==> src/rtl/alarma_ctrl.sv <==
// Alarm controller: debounced sensor trigger, exit delay, timed or latching siren.
// Define ALARMA_LATCH_EN to make ALARM hold until disarm/reset (no siren timer).
module alarma_ctrl #(
  parameter int DEBOUNCE   = 4,
  parameter int EXIT_DELAY = 16,
  parameter int SIREN_TIME = 64
) (
  input  logic       clk,
  input  logic       reset,
  input  logic       arm,
  input  logic       disarm,
  input  logic       a,
  input  logic       b,
  input  logic       c,
  output logic       siren,
  output logic       armed,
  output logic [1:0] state,
  output logic [3:0] trip_count
);
  localparam int DbW  = $clog2(DEBOUNCE + 1);
  localparam int DlyW = $clog2(EXIT_DELAY + 1);

  typedef enum logic [1:0] {
    IDLE   = 2'b00,
    ARMING = 2'b01,
    ARMED  = 2'b10,
    ALARM  = 2'b11
  } stateT;

  stateT           curState, nextState;
  logic            trigReg;
  logic [DbW-1:0]  dbCnt;
  logic            trigValid;
  logic [DlyW-1:0] delayTmr;
  logic            delayDone;

  assign trigValid = (dbCnt == DbW'(DEBOUNCE));
  assign delayDone = (delayTmr == DlyW'(EXIT_DELAY - 1));

`ifndef ALARMA_LATCH_EN
  localparam int SirW = $clog2(SIREN_TIME + 1);
  logic [SirW-1:0] sirenTmr;
  logic            sirenDone;
  assign sirenDone = (sirenTmr == SirW'(SIREN_TIME - 1));
`endif

  always_ff @(posedge clk) begin
    if (reset) begin
      trigReg <= 1'b0;
      dbCnt   <= '0;
    end else begin
      trigReg <= ~a | ~b | c;
      if (!trigReg)        dbCnt <= '0;
      else if (!trigValid) dbCnt <= dbCnt + 1'b1;
    end
  end

  always_comb begin
    nextState = curState;
    if (disarm) begin
      nextState = IDLE;
    end else begin
      case (curState)
        IDLE:    if (arm) nextState = ARMING;
        ARMING:  if (delayDone) nextState = ARMED;
        ARMED:   if (trigValid) nextState = ALARM;
        ALARM: begin
`ifndef ALARMA_LATCH_EN
          if (sirenDone) nextState = ARMED;
`endif
        end
        default: nextState = IDLE;
      endcase
    end
  end

  // Timers only advance while staying in their state, so any entry clears them.
  always_ff @(posedge clk) begin
    if (reset) begin
      curState   <= IDLE;
      delayTmr   <= '0;
      trip_count <= '0;
    end else begin
      curState <= nextState;
      if (curState == ARMING && nextState == ARMING && !delayDone)
        delayTmr <= delayTmr + 1'b1;
      else
        delayTmr <= '0;
      if (curState == ARMED && nextState == ALARM && trip_count != 4'hf)
        trip_count <= trip_count + 4'd1;
    end
  end

`ifndef ALARMA_LATCH_EN
  always_ff @(posedge clk) begin
    if (reset)
      sirenTmr <= '0;
    else if (curState == ALARM && nextState == ALARM && !sirenDone)
      sirenTmr <= sirenTmr + 1'b1;
    else
      sirenTmr <= '0;
  end
`endif

  assign state = curState;
  assign siren = (curState == ALARM);
  assign armed = curState[1];
endmodule

==> config.mk <==
export PLATFORM = sky130hd
export DESIGN_NAME = alarma_ctrl
export DESIGN_NICKNAME = d
export VERILOG_FILES = /design/src/rtl/alarma_ctrl.sv
export SDC_FILE = /design/constraint.sdc
export NUM_CORES = 1
export LEC_CHECK = 0
export ABC_AREA = 1
export ABC_CLOCK_PERIOD_IN_PS = 3900
export CORE_UTILIZATION = 45
export DETAILED_ROUTE_END_ITERATION = 8
export GPL_ROUTABILITY_DRIVEN = 0
export PLACE_DENSITY = 0.77
export SYNTH_ARGS = -nofsm -noshare
export SYNTH_HDL_FRONTEND = slang
export SYNTH_SLANG_ARGS = --single-unit
==> constraint.sdc <==
create_clock -name clk -period 3.9 [get_ports clk]
set_clock_uncertainty 0.15 [all_clocks]
set_input_delay 0.975 -clock clk [delete_from_list [all_inputs] [get_ports clk]]
set_output_delay 0.975 -clock clk [all_outputs]
set_load 0.005 [all_outputs]
==> run metrics <==
Via density=4.935; fin cells=around 170; min Tclk post-route=roughly 2500 ps; Syn. warnings=0; maximum vdd drop=~270 uV; RSZ-0062 raised after global routing=no; ANT nets after route=0; die area=roughly 0.0026 mm2; Hold Crit Endpoint=sirenTmr[0]; post-route clock period utilization=0.6509; Setup crit end kind=primary output; Max Root-Sink Buffers=2; total track usage=0.1512; internal cell power=0.2742 mW; worst hold slack=roughly 300 ps; final WL=1786 um; Switching Fraction=0.2173; max_cap viols=0; sequential area share after synthesis=0.4018; area leader, netlist=dfxtp_1; Yosys cell types=23; HPWL after DPL=about 1500 um; Area growth, synth to finish=17.35%; Hold Path Origin=sirenTmr[0]; pin count of the biggest net entering global routing=12; Worst Reg-to-Reg Cells=12; f_max=0.3939 GHz; slew margin rel.=0.7887; Setup Viol. Count Final=0; Placed Area=approximately 0.0013 mm2; port bufs=14; # resized after CTS=0; PwrDens=roughly 270 mW/mm2; leakage power=a little under 0.5 nW; mean routed wirelength per cell=roughly 11 um; top cells by area, synth=dfxtp_1, ha_1, nor2_4; via count=around 830; Die W=51.35 um; share of cells above drive strength 1=0.2340; Cells after Synth=roughly 130; Core Rows=17; Reg power frac=0.653; Clock Latency Late Sink=300 ps; first-pass GRT wire length=slightly below 3000 um; Synth top cells by count=dfxtp_1, nand2_1, inv_1, nor2_1, a21oi_1; HP Class=flop to flop; Worst Path Arrival=~1400 ps; Post-synth top flop=dfxtp_1; Final Hold Viols=0; Initial Util=0.4861; Startpoint Class=flop; fillers=approximately 230; crit path kind=flop to primary output; vias in the first global route=roughly 740; core area=about 0.0023 mm2; residual DRC count=0; Syn Nets=138; Setup TNS=0 ps; Critical Path RT=about 2800 ps; placed cells=approximately 170; detailed router's first-iteration violation count=5; CTS tree=done; Netlist Area Pre-Place=around 0.0011 mm2; R2R setup slack=between 2000 and 2500 ps; Die H=51.35 um; DR pass1 iterations=4; Sw Pwr=0.07614 mW; outcome=completed; post-CTS setup buffer count=0; Hold Path Cell Cnt=1; CP Max Fanout=5; CTS sink cnt=22; fin nets=between 150 and 200; antenna violations before repair=0; EDFF count, synth=0; total gr overflow=0; final instance area=~0.0013 mm2; r2r endpoint=delayTmr[2]; io pins=15; Clock power frac=0.280; CTS buffer count=3; worst slew pin tran=roughly 320 ps; fraction of registers with async set/reset=0; reg2reg start=delayTmr[0]; post-synth top area share=0.4018; syn_area_per_cell=between 8 and 9 um2; Final Max Slew Viols=0; flop and latch count out of synthesis=22; Comb pwr share=0.067; ANT cells=0; clk slew on worst S/H paths=100 ps; cts hold-fix bufs=0; H-tree depth=1; most used standard cell by instance count after synthesis=dfxtp_1; Root Driver=clkbuf_4
cell families after synthesis:
logic type	share of synthesized area
and+or+nand+nor	0.3562
DFF	0.4018
buffers and inverters	0.06850
AOI/OAI and AO/OA	0.04909
xor gates and xnor gates	0.05594
adders and majority gates	0.06849
how the worst max path moves through the flow:
stage	from	endpoint	slack [ps]	cells after the start
after global placement	disarm	trip_count[1]	1500	7
final	state[0]	siren	1360	3
after detailed placement	reset	sirenTmr[2]	1470	6
after CTS	state[0]	siren	1340	3
after global routing	state[0]	siren	1270	3
after floorplan	disarm	trip_count[2]	2170	6
power by group through the flow:
stage / combinational (mW) / clock (mW) / sequential, mW
after floorplan: 0.0129 / 0 / 0.234
after global placement: 0.0233 / 0 / 0.234
after detailed placement: 0.0239 / 0 / 0.234
after CTS: 0.0240 / 0.103 / 0.229
after global routing: 0.0257 / 0.111 / 0.229
final: 0.0235 / 0.0981 / 0.229
per-layer routing:
layer / routed length, um / track usage
met5: 0 / 0
met4: 28 / 0.06757
met3: 54 / 0.02679
met2: 957 / 0.2807
met1: 745 / 0.1652
sequential cells by signal, summed over array words and instances (netlist names):
signal and cells:
dbCnt 3, delayTmr 5, sirenTmr 7, state 2, trigReg 1, trip_count 4
metrics by stage:
stage | utilization | power (mW) | setup slack [ps]
after floorplan | - | 0.2464 | 2171
after global placement | 0.5605 | 0.2571 | 1495
after detailed placement | 0.5605 | 0.2578 | 1467
after CTS | 0.5705 | 0.3562 | 1341
after global routing | 0.5705 | 0.3663 | 1267
final | 0.5705 | 0.3504 | 1362
critical path, cell delays in order, from the launching register on:
cell             delay, ps
dfxtp_1                450
nand2_1                 90
inv_2                   80
clkdlybuf4s50_1        500
layout make-up:
class	instances	area, um2	share of cell area
inverters	18	67.56	0.05253
clock buffers	3	22.52	0.01751
well taps	28	35.03	0.02724
flip-flops and latches	22	440.4	0.3424
multi-input cells	84	580.6	0.4514
repair buffers	14	140.1	0.1089
cells in the final DEF (no fill, tap or decap), types with 5 or more instances in the layout:
| cell | count |
|---|---|
| clkdlybuf4s50_1 | 14 |
| nor2_2 | 6 |
| inv_1 | 13 |
| nand2_2 | 5 |
| a21oi_1 | 7 |
| nor2_4 | 5 |
| nand2_1 | 14 |
| nand4_1 | 6 |
| nor2_1 | 11 |
| inv_2 | 5 |
| ha_1 | 6 |
| dfxtp_1 | 22 |
Power figures use the tool's default switching activity.
